### config.mk
export PLATFORM = sky130hd
export DESIGN_NAME = sysid_verify_ctrl
export DESIGN_NICKNAME = d
export VERILOG_FILES = /design/src/rtl/sysid_pkg.sv /design/src/rtl/sysid_timeout_cnt.sv /design/src/rtl/sysid_verify_ctrl.sv
export SDC_FILE = /design/constraint.sdc
export NUM_CORES = 1
export LEC_CHECK = 0
export ABC_AREA = 0
export BUFFER_PORTS_ARGS = -buffer_cell sky130_fd_sc_hd__clkbuf_2
export CAP_MARGIN = 25
export CELL_PAD_IN_SITES_DETAIL_PLACEMENT = 0
export CELL_PAD_IN_SITES_GLOBAL_PLACEMENT = 1
export CORE_UTILIZATION = 40
export CTS_CLUSTER_DIAMETER = 150
export DETAILED_ROUTE_END_ITERATION = 10
export PLACE_DENSITY_LB_ADDON = 0.1
export SKIP_CTS_REPAIR_TIMING = 1
export SYNTH_ARGS = -nofsm -noshare
export SYNTH_HDL_FRONTEND = slang
export SYNTH_SLANG_ARGS = --single-unit
### constraint.sdc
create_clock -name clock -period 3.9 [get_ports clock]
set_input_delay 0.78 -clock clock [delete_from_list [all_inputs] [get_ports clock]]
set_output_delay 0.78 -clock clock [all_outputs]
set_load 0.01 [all_outputs]
### src/rtl/sysid_pkg.sv
// Shared types for the system-ID boot verifier: FSM state encoding and
// the two Avalon word addresses of the sysid slave.
package sysid_pkg;

    typedef enum logic [2:0] {
        ST_IDLE    = 3'd0,
        ST_ID_REQ  = 3'd1,
        ST_ID_WAIT = 3'd2,
        ST_TS_REQ  = 3'd3,
        ST_TS_WAIT = 3'd4,
        ST_CHECK   = 3'd5,
        ST_DONE    = 3'd6,
        ST_FAIL    = 3'd7
    } sysid_state_e;

    localparam logic SYSID_ADDR_ID = 1'b0;
    localparam logic SYSID_ADDR_TS = 1'b1;

endpackage

### src/rtl/sysid_timeout_cnt.sv
// Per-attempt cycle counter with a terminal flag, plus the retry counter
// for the current address phase. Both saturate instead of wrapping.
module sysid_timeout_cnt #(
    parameter int TIMEOUT_CYCLES = 1023,
    parameter int MAX_RETRIES    = 3
) (
    input  logic clock,
    input  logic reset,
    input  logic clear,
    input  logic enable,
    input  logic retry_clear,
    input  logic retry_inc,
    output logic terminal,
    output logic retry_exhausted
);

    localparam int CW = $clog2(TIMEOUT_CYCLES + 1);
    localparam int RW = (MAX_RETRIES > 0) ? $clog2(MAX_RETRIES + 1) : 1;

    logic [CW-1:0] cnt;
    logic [RW-1:0] retries;

    assign terminal        = (cnt == CW'(TIMEOUT_CYCLES));
    assign retry_exhausted = (retries == RW'(MAX_RETRIES));

    // clear wins over enable so a retry restarts the attempt at zero
    always_ff @(posedge clock or posedge reset) begin
        if (reset) begin
            cnt <= '0;
        end else if (clear) begin
            cnt <= '0;
        end else if (enable && !terminal) begin
            cnt <= cnt + CW'(1);
        end
    end

    always_ff @(posedge clock or posedge reset) begin
        if (reset) begin
            retries <= '0;
        end else if (retry_clear) begin
            retries <= '0;
        end else if (retry_inc && !retry_exhausted) begin
            retries <= retries + RW'(1);
        end
    end

endmodule

### src/rtl/sysid_verify_ctrl.sv
// Boot-time sequencer: reads the sysid ID word then timestamp over Avalon-MM,
// compares them with the build-time values and reports pass/fail as levels.
module sysid_verify_ctrl
    import sysid_pkg::*;
#(
    parameter logic [31:0] EXPECTED_ID    = 32'd0,
    parameter logic [31:0] EXPECTED_TS    = 32'd1417958911,
    parameter int          TIMEOUT_CYCLES = 1023,
    parameter int          MAX_RETRIES    = 3
) (
    input  logic        clock,
    input  logic        reset,
    input  logic        rescan,
    output logic        avm_address,
    output logic        avm_read,
    input  logic        avm_waitrequest,
    input  logic [31:0] avm_readdata,
    input  logic        avm_readdatavalid,
    output logic        busy,
    output logic        done,
    output logic        pass,
    output logic        err_timeout,
    output logic        err_id,
    output logic        err_ts,
    output logic [31:0] id_value,
    output logic [31:0] ts_value,
    output logic [2:0]  dbg_state
);

    // Handshake: avm_read is held with a fixed address while waitrequest is
    // high and the request is accepted on the first cycle waitrequest is low.
    // readdata is taken only on readdatavalid, which may coincide with the
    // accept cycle or arrive any number of cycles later within the timeout.

    sysid_state_e state, next_state;

    logic in_id, in_ts, in_req, captured;
    logic cnt_clear, cnt_en, retry_clear, retry_inc;
    logic cap_id, cap_ts, check_en, flag_clear, set_timeout;
    logic cnt_terminal, retry_exhausted;

    assign in_id  = (state == ST_ID_REQ) || (state == ST_ID_WAIT);
    assign in_ts  = (state == ST_TS_REQ) || (state == ST_TS_WAIT);
    assign in_req = (state == ST_ID_REQ) || (state == ST_TS_REQ);
    // in a request state the data only counts once the slave has accepted
    assign captured = avm_readdatavalid && (!in_req || !avm_waitrequest);

    sysid_timeout_cnt #(
        .TIMEOUT_CYCLES (TIMEOUT_CYCLES),
        .MAX_RETRIES    (MAX_RETRIES)
    ) u_timeout (
        .clock           (clock),
        .reset           (reset),
        .clear           (cnt_clear),
        .enable          (cnt_en),
        .retry_clear     (retry_clear),
        .retry_inc       (retry_inc),
        .terminal        (cnt_terminal),
        .retry_exhausted (retry_exhausted)
    );

    always_comb begin
        next_state  = state;
        cnt_clear   = 1'b0;
        cnt_en      = 1'b0;
        retry_clear = 1'b0;
        retry_inc   = 1'b0;
        cap_id      = 1'b0;
        cap_ts      = 1'b0;
        check_en    = 1'b0;
        flag_clear  = 1'b0;
        set_timeout = 1'b0;
        case (state)
            ST_IDLE: begin
                next_state  = ST_ID_REQ;
                cnt_clear   = 1'b1;
                retry_clear = 1'b1;
            end
            ST_ID_REQ, ST_ID_WAIT, ST_TS_REQ, ST_TS_WAIT: begin
                cnt_en = 1'b1;
                if (captured) begin
                    cap_id      = in_id;
                    cap_ts      = in_ts;
                    next_state  = in_id ? ST_TS_REQ : ST_CHECK;
                    cnt_clear   = 1'b1;
                    retry_clear = 1'b1;
                end else if (cnt_terminal) begin
                    if (!retry_exhausted) begin
                        retry_inc  = 1'b1;
                        cnt_clear  = 1'b1;
                        next_state = in_id ? ST_ID_REQ : ST_TS_REQ;
                    end else begin
                        set_timeout = 1'b1;
                        next_state  = ST_FAIL;
                    end
                end else if (in_req && !avm_waitrequest) begin
                    next_state = in_id ? ST_ID_WAIT : ST_TS_WAIT;
                end
            end
            ST_CHECK: begin
                check_en   = 1'b1;
                next_state = ((id_value == EXPECTED_ID) && (ts_value == EXPECTED_TS))
                             ? ST_DONE : ST_FAIL;
            end
            ST_DONE, ST_FAIL: begin
                if (rescan) begin
                    flag_clear  = 1'b1;
                    next_state  = ST_ID_REQ;
                    cnt_clear   = 1'b1;
                    retry_clear = 1'b1;
                end
            end
            default: next_state = ST_IDLE;
        endcase
    end

    always_ff @(posedge clock or posedge reset) begin
        if (reset) begin
            state       <= ST_IDLE;
            id_value    <= '0;
            ts_value    <= '0;
            pass        <= 1'b0;
            err_timeout <= 1'b0;
            err_id      <= 1'b0;
            err_ts      <= 1'b0;
        end else begin
            state <= next_state;
            if (cap_id) id_value <= avm_readdata;
            if (cap_ts) ts_value <= avm_readdata;
            if (flag_clear) begin
                pass        <= 1'b0;
                err_timeout <= 1'b0;
                err_id      <= 1'b0;
                err_ts      <= 1'b0;
            end
            if (set_timeout) err_timeout <= 1'b1;
            if (check_en) begin
                err_id <= (id_value != EXPECTED_ID);
                err_ts <= (ts_value != EXPECTED_TS);
                pass   <= (id_value == EXPECTED_ID) && (ts_value == EXPECTED_TS);
            end
        end
    end

    // decoded from the async-reset state register, so reset drops the read at once
    assign avm_read    = in_req;
    assign avm_address = in_ts ? SYSID_ADDR_TS : SYSID_ADDR_ID;
    assign busy        = in_id || in_ts || (state == ST_CHECK);
    assign done        = (state == ST_DONE) || (state == ST_FAIL);
    assign dbg_state   = state;

endmodule

==> impl_results.md, run 1 <==
* Tot GR Track Use at 0.1829
* Port buffer count at between 100 and 150
* Clk root buf: clkbuf_8
* Final Max Slew Viols at 0
* CTS tree: built
* CTS clk-pin slew, worst paths at approximately 90 ps
* Crit path time final at 2621 ps
* Routability cong. at 0.7574
* Core box area at just over 0.009 sq mm
* DRC at 0
* Outcome: completed
* RSZ-0062 raised after global routing: no
* Via count at between 2000 and 3000
* Slowest CP cell: dfrtp_1
* Worst setup path start: dbg_state[0]
* Initial Util at 0.4160
* Crit Path Class: flip-flop to primary output
* Area growth syn-to-layout at 23.12%
* Post-synth EDFFs at 0
* Worst Path Buf+Inv at 2
* First-pass GRT wire length at 14080 um
* Crit path cell chain: or2_2, xnor2_2, buf_4, nand2_1, clkbuf_2
* Pin count of the biggest net entering global routing at 34
* DR WL/cell at roughly 16 um
* GRT Residual Overflow at 0
* #FFs+latches synth at 83
* Crit start category: flip-flop
* Row Count at 35
* Final setup vio count at 0
* Crit-path leading delay family: flip-flops
* Hpwl dp at between 6000 and 7000 um
* Largest area contributor in the netlist: dfrtp_1
* Top cells by area, synth: dfrtp_1, mux2_4, mux2_2
* Data arrival, critical path at approximately 1800 ps
* I/O Pins at approximately 110
* Initial drt markers at between 70 and 80
* Die width at around 100 um
* Synthesized area per cell at around 13 sq um
* Post-synth net total at about 330
* Die Area at just over 0.01 sq mm
* Synth cell count leaders: dfrtp_1, mux2_2, mux2_4
* Clock Latency Late Sink at 340 ps
* Non-filler cells, final at between 500 and 600
* Initial antenna violation count at 0
* Clk sinks at 83
* Slowest stage delay, CP at between 500 and 600 ps
* Worst Skew at around 15 ps
* Number of buffers created by CTS at 9
* Vias in the first global route at ~2700
* Yosys top cell area share at 0.5353
* Slew margin rel. at 0.3997
* H-tree levels at 3
* Most frequent cell after synthesis: dfrtp_1
* R2R Path Start: dbg_state[2]
* Hold Path Class: input pin to asynchronous set/reset pin
* Post-synthesis sequential area ratio at 0.5353
* Syn Std Cell Area at roughly 0.0039 sq mm
* CTS Buffer Depth at 2
* Distinct cells, synth at 45
* R2r setup slk at 1450 ps
* Die height at 100.5 um
* Critical Path Sink Type: primary output
* CP required at approximately 3100 ps
* DR vias/cell at around 4.9
* Worst Tran Pin Value at 899.4 ps
* Synth warnings at 0
* Max FO, Critical Path at 12
* F_max at around 380 MHz
* Length of the first detailed-routing pass in iterations at 4
* Async SR Flop Fraction at 1.000
* Layout cells sized above 1 at 0.5246
* Setup_tns at 0 ps
* Placed insts at around 520
* Fin crit share at 0.6721
* Nets at about 440
* PwrDens at 845.5 mW/mm^2
* Cell count after synthesis at about 290
* Worst vdd ir at approximately 380 uV
* Max-capacitance violation count at 0
* Leakage at 0.002307 uW
* Antenna fix cells at 0
* Main synth FF type: dfrtp_1
* Final Hold Vio Count at 0
* Detail Route Antenna Nets at 0
* Routed WL at 8516 um
==> layer usage <==
layer / routed length [um] / vias up / track usage
met3: 468 / 8 / 0.05825
li1: - / 1265 / -
met4: 97 / 0 / 0.04459
met1: 3974 / 1260 / 0.2530
met2: 3975 / 63 / 0.2798
met5: 0 / - / 0
==> logic make-up (layout without fill, tap and decap cells) <==
logic type | Yosys count | in the layout | share of synthesized area
compound gates | 22 | 22 | 0.04160
xor+xnor | 13 | 13 | 0.03128
fa+ha+maj | 3 | 3 | 0.009028
buf+inv | 16 | 134 | 0.03096
flops | 83 | 83 | 0.5353
mux | 66 | 66 | 0.2199
simple gates | 85 | 85 | 0.1319
==> metrics by stage <==
step           hold slack [ps]    util  total power [uW]  setup slack (ps)  area (sq um)
2_1_floorplan            493.4       -              2786             983.2          3880
3_3_place_gp             456.4  0.4848              3382              1314          4522
3_5_place_dp             464.6  0.4869              3405              1270          4542
4_1_cts                  421.1  0.5100              4091              1249          4757
5_1_grt                  448.5  0.5121              4330              1169          4777
6_report                 419.9  0.5121              4039              1279          4777
==> where the power goes <==
part,total [uW],switching [uW],internal (uW)
registers,1620,374,1250
clock network,671,313,358
logic,1750,801,948
total,4040,1490,2550
==> flip-flops by register name (all words and copies together) (netlist names) <==
signal / cells
id_value: 32
err_ts: 1
pass: 1
err_timeout: 1
u_timeout.cnt: 10
u_timeout.retries: 2
ts_value: 32
err_id: 1
dbg_state: 3
==> area by class of cell <==
class | count | area (sq um)
clock inverters | 6 | 91.34
repair buffers | 117 | 625.6
flip-flops and latches | 83 | 2077
clock buffers | 9 | 123.9
well taps | 129 | 161.4
multi-input cells | 189 | 1689
fillers | 868 | 4551
inverters | 2 | 8.758
==> worst paths after layout <==
| check | to | cells after the start |
|---|---|---|
| max | busy | 5 |
| min | ts_value[1] | 2 |
| max reg2reg | ts_value[7] | 3 |
| min reg2reg | pass | 2 |
| max in group asynchronous | id_value[19] | 3 |
| min in group clock | pass | 2 |
==> placed cells by master, fill, tap and decap left out, drive strengths merged, types with 2 or more instances in the layout <==
master	instances
a21oi	7
nor4bb	3
clkinv	2
nand2	16
buf	6
mux2i	2
clkbuf	120
nor3	5
o21ai	8
dfrtp	83
xnor2	12
nand3	9
nor2	16
or3	2
ha	2
mux2	64
nor4b	2
nand4	7
clkinvlp	3
nor2b	5
nor4	13
bufinv	2
(Power assumes the default switching activity.)
==> run 2: changes to the inputs <==
clock period = 2.7 ns   (was 3.9 ns; I/O delays follow)
==> run 2 against run 1 <==
  * Setup slack got worse by 940 ps
  * Total power rose by 45%
  * Count of clock-buffer cells in the layout rose by 3
  * Critical path type unchanged
==> impl_results.md, run 2 (synthesis gave the netlist of run 1 again) <==
* Outcome: completed
* Crit-path leading delay family: flip-flops
* Die Area at 0.01010 sq mm (unchanged)
* Max-capacitance violation count at 0 (unchanged)
* Critical Path Sink Type: primary output
* PwrDens at 1225 mW/mm^2 (+45%)
* Initial Util at 0.4160 (unchanged)
* Most common cell after layout, fill and taps aside: clkbuf_2
* Core Util, Final at 0.5119 (about the same)
* Slowest stage delay, CP at 520 ps (about the same)
* DRC at 0 (unchanged)
* Initial antenna violation count at 0 (unchanged)
* Final Power at 5849 uW (+45%)
* GRT Residual Overflow at 0 (unchanged)
* Antenna fix cells at 0 (unchanged)
* Crit Path Class: flip-flop to primary output
* DR vias/cell at 4.972 (+2.5%)
* Routability cong. at 0.7437 (-1.8%)
* Number of buffers created by CTS at 9 (unchanged)
* Worst r2r path cells at 6 (+3)
* Commonest non-fill, non-tap cells in the layout: clkbuf_2, dfrtp_1, mux2_2, mux2_4, nor2_1
* Row Count at 35 (unchanged)
* Clock Latency Late Sink at 350 ps (about the same)
* Max FO, Critical Path at 12 (unchanged)
* Clk root buf: clkbuf_8
* Crit start category: flip-flop
* RSZ-0062 raised after global routing: no
* Routed WL at 8752 um (+2.8%)
* Core box area at 0.009328 sq mm (unchanged)
* Area growth syn-to-layout at 23.06% (about the same)
* Hpwl dp at 6436 um (+3.2%)
* Tot GR Track Use at 0.1899 (+0.007025)
* CTS Buffer Depth at 2 (unchanged)
* Worst vdd ir at 530.6 uV (+41%)
* Die height at 100.5 um (unchanged)
* Initial drt markers at 91 (+25%)
* Leakage at 0.002309 uW (about the same)
* Layout cells sized above 1 at 0.5208 (-0.003848)
* Port buffer count at 111 (unchanged)
* CP required at 2160 ps (-960 ps)
* First-pass GRT wire length at 14510 um (+3.1%)
* DR WL/cell at 16.27 um (+2.2%)
* H-tree levels at 3 (unchanged)
* Via count at 2675 (+3.0%)
* Detail Route Antenna Nets at 0 (unchanged)
* F_max at 423.5 MHz
* Length of the first detailed-routing pass in iterations at 4 (unchanged)
* Nets at 443 (+0.45%)
* CTS clk-pin slew, worst paths at 80 ps (about the same)
* Crit path time final at between 2000 and 2500 ps
* Slowest CP cell: dfrtp_1
* Worst Tran Pin Value at 618.6 ps (-280.8 ps)
* Worst Skew at 8.437 ps (-6.090 ps)
* Hold Path Class: input pin to asynchronous set/reset pin
* Crit path cell chain: or2_2, xnor2_2, buf_4, nand2_1, clkbuf_2
* Slew margin rel. at 0.5876 (+0.1879)
* Vias in the first global route at 2811 (+4.5%)
* Die width at 100.5 um (unchanged)
* Data arrival, critical path at 1820 ps (-20 ps)
* Worst Path Buf+Inv at 2 (unchanged)
* Pin count of the biggest net entering global routing at 51 (+50%)
* Setup_tns at 0 ps (unchanged)
* Layout fillers at 868 (unchanged)
* Final setup vio count at 0 (unchanged)
* Final Hold Vio Count at 0 (unchanged)
* I/O Pins at 112 (unchanged)
* CTS tree: built
* Fin crit share at 0.8745
* Clk sinks at 83 (unchanged)
* Critical path depth at 5 (unchanged)
* Final Max Slew Viols at 0 (unchanged)
* Regs by FF count: id_value: 32 flops, ts_value: 32 flops, u_timeout.cnt: 10 flops
-- run 2: through the flow --
step | hold WS, ps | instances | instance area, sq um | setup WS, ps
after floorplan | 493.4 | 288 | 3880 | 23.21
after global placement | 458.7 | 522 | 4564 | 550.2
after detailed placement | 468.3 | 522 | 4564 | 476.0
after CTS | 235.0 | 538 | 4775 | 308.4
after global routing | 267.2 | 538 | 4775 | 181.2
final | 220.3 | 538 | 4775 | 338.9
-- run 2: report_power, final --
part / switching (uW) / internal (uW) / total, uW
Combinational: 1190 / 1370 / 2560
Clock: 439 / 523 / 961
Sequential: 527 / 1800 / 2330
Total: 2150 / 3700 / 5850
-- run 2: final timing paths --
| kind | slack, ps | start | endpoint |
|---|---|---|---|
| min reg2reg | 480 | pass | pass |
| min | 220 | reset | ts_value[27] |
| max | 340 | dbg_state[0] | busy |
| min in group clock | 430 | avm_readdata[28] | id_value[28] |
| max in group asynchronous | 1810 | reset | err_timeout |
| max reg2reg | 470 | dbg_state[0] | ts_value[4] |
-- run 2: area by class of cell --
class                   instances  area (sq um)  share of cell area
well taps                     129         161.4             0.03381
repair buffers                119         628.1              0.1316
clock buffers                  12         135.1             0.02830
flip-flops and latches         83          2077              0.4350
multi-input cells             189          1689              0.3538
clock inverters                 4         75.07             0.01572
inverters                       2         8.758            0.001834
-- run 2: per-layer routing --
layer	track usage	routed length (um)
met5	0	0
met4	0.06577	157
met3	0.05201	406
met2	0.2935	4119
met1	0.2582	4069
==> run 3: changes to the inputs <==
BUFFER_PORTS_ARGS = default   (was -buffer_cell sky130_fd_sc_hd__clkbuf_2)
CELL_PAD_IN_SITES_DETAIL_PLACEMENT = 1   (was 0)
CTS_CLUSTER_SIZE = 40   (was default)
DONT_BUFFER_PORTS = 1   (was default)
==> run 3 against run 2 <==
  * Setup slack better by 42 ps
  * Clock power grew 5%
  * Critical path depth unchanged
  * Largest power group is now registers
==> impl_results.md, run 3 (synthesis gave the netlist of run 1 again) <==
* Initial antenna violation count at 0 (unchanged)
* DR vias/cell at 5.420 (+9.0%)
* Setup_tns at 0 ps (unchanged)
* Slowest CP cell: dfrtp_1
* Die Area at 0.01010 sq mm (unchanged)
* Length of the first detailed-routing pass in iterations at 4 (unchanged)
* Row Count at 35 (unchanged)
* Worst Path Buf+Inv at 2 (unchanged)
* Fin crit share at 0.8589 (-0.01561)
* Worst r2r path cells at 5 (-1)
* Hpwl dp at 6431 um (about the same)
* Worst Skew at 12.93 ps (+4.494 ps)
* Leakage at 0.001861 uW (-19%)
* Max FO, Critical Path at 12 (unchanged)
* H-tree levels at 3 (unchanged)
* Routed WL at 8826 um (+0.85%)
* Crit start category: flip-flop
* Crit Path Class: flip-flop to primary output
* Number of buffers created by CTS at 9 (unchanged)
* Combinational cell fraction of total power at 0.329 (-0.109)
* Clock power share at 0.187 (+0.023)
* CTS tree: built
* Sw power at 2067 uW (-3.9%)
* Critical Path Most Common Cell: buf_4
* I/O Pins at 112 (unchanged)
* Max-capacitance violation count at 0 (unchanged)
* Nets at 331 (-25%)
* Final Max Slew Viols at 0 (unchanged)
* Crit path cell chain: buf_4, or2_2, xnor2_2, buf_4, nand2_1
* Regs by FF count: id_value: 32 flops, ts_value: 32 flops, u_timeout.cnt: 10 flops
* Pin count of the biggest net entering global routing at 44 (-14%)
* Critical Path Sink Type: primary output
* Data arrival, critical path at 1780 ps (-40 ps)
* DRC at 0 (unchanged)
* Die height at 100.5 um (unchanged)
* CTS clk-pin slew, worst paths at 90 ps (about the same)
* Clock Latency Late Sink at 340 ps (about the same)
* PwrDens at 1279 mW/mm^2 (+4.5%)
* Routability cong. at 0.7137 (-4.0%)
* Tot GR Track Use at 0.1911 (+0.001240)
* Via count at 2309 (-14%)
* Initial drt markers at 45 (-51%)
* Clk root buf: clkbuf_8
* DR WL/cell at 20.72 um (+27%)
* Switching Fraction at 0.3809 (+0.01304)
* Slew margin rel. at 0.5009 (-0.08675)
* Commonest non-fill, non-tap cells in the layout: dfrtp_1, mux2_2, mux2_4, nor2_1, nand2_1
* P_int at 3360 uW (-9.1%)
* Most common cell after layout, fill and taps aside: dfrtp_1
* Die width at 100.5 um (unchanged)
* Vias in the first global route at 2626 (-6.6%)
* Layout cells sized above 1 at 0.3468 (-0.1740)
* First-pass GRT wire length at 14490 um (-0.14%)
* Outcome: completed
* Layout fillers at 980 (+13%)
* Crit-path leading delay family: simple AND/OR/NAND/NOR gates
* RSZ-0062 raised after global routing: no
* Final Hold Vio Count at 0 (unchanged)
* F_max at 431.2 MHz (+1.8%)
* CP required at 2160 ps (about the same)
* Area growth syn-to-layout at 9.320%
* Critical path depth at 5 (unchanged)
* Port buffer count at 0 (-100%)
* Proportion of power drawn by flip-flops and latches at 0.484 (+0.086)
* Worst vdd ir at 488.7 uV (-7.9%)
* Clk sinks at 83 (unchanged)
* GRT Residual Overflow at 0 (unchanged)
* Slowest stage delay, CP at 410 ps (-110 ps)
* Final Power at 5427 uW (-7.2%)
* Core box area at 0.009328 sq mm (unchanged)
* CTS Buffer Depth at 2 (unchanged)
* Crit path time final at 2319 ps (-42.14 ps)
* Antenna fix cells at 0 (unchanged)
* Detail Route Antenna Nets at 0 (unchanged)
* Hold Path Class: input pin to asynchronous set/reset pin
* Initial Util at 0.4160 (unchanged)
* Worst Tran Pin Value at 747.9 ps (+129.3 ps)
* Final setup vio count at 0 (unchanged)
[run 3: cell types whose count changed in the layout (fill, tap and decap cells not counted)]
cell / before / now
clkinv_4: 0 / 3
buf_12: 1 / 2
clkbuf_2: 111 / 0
buf_4: 7 / 5
clkbuf_8: 9 / 10
clkinvlp_4: 2 / 0
clkbuf_1: 3 / 1
[run 3: cell type report]
type / instances / area [sq um] / area share
Multi-Input combinational cell: 189 / 1689 / 0.3982
Clock inverter: 5 / 86.33 / 0.02035
Inverter: 2 / 8.758 / 0.002065
Timing Repair Buffer: 7 / 77.57 / 0.01829
Clock buffer: 11 / 141.4 / 0.03333
Tap cell: 129 / 161.4 / 0.03805
Sequential cell: 83 / 2077 / 0.4897
[run 3: final timing paths]
path,from,endpoint,slack (ps)
max,dbg_state[0],busy,380
max reg2reg,dbg_state[1],ts_value[29],520
min,reset,ts_value[4],180
min in group clock,avm_readdata[20],id_value[20],340
min reg2reg,u_timeout.retries[0],u_timeout.retries[0],560
max in group asynchronous,reset,id_value[18],1850
[run 3: worst reg2reg max path, delay by kind of cell, from the launching register on]
kind	cells	cell delay, ps
DFF	1	600
and+or+nand+nor	2	550
muxes	1	270
AOI/OAI and AO/OA	1	320
buffers and inverters	1	330
[run 3: routing by layer]
layer,share of wire,global-route usage,vias to the layer above
li1,-,-,1040
met1,0.42,0.2419,1195
met2,0.50,0.3140,67
met3,0.071,0.05964,7
met4,0.011,0.05909,0
met5,0,0,-
[run 3: metrics by stage]
step / setup slack [ps] / instance area [sq um] / hold WS, ps / cells / utilization
finish: 381.0 / 4242 / 181.7 / 426 / 0.4547
global placement: 550.9 / 4014 / 520.7 / 410 / 0.4303
floorplan: 23.21 / 3880 / 493.4 / 288 / -
global route: 267.8 / 4242 / 233.8 / 426 / 0.4547
detailed placement: 507.6 / 4014 / 540.9 / 410 / 0.4303
CTS: 350.2 / 4242 / 191.9 / 426 / 0.4547
[run 3: power by group through the flow]
stage | sequential (uW) | clock [uW] | combinational, uW
2_1_floorplan | 2440 | 0 | 1590
3_3_place_gp | 2650 | 0 | 1760
3_5_place_dp | 2660 | 0 | 1810
4_1_cts | 2640 | 1050 | 1810
5_1_grt | 2710 | 1090 | 1970
6_report | 2630 | 1010 | 1790
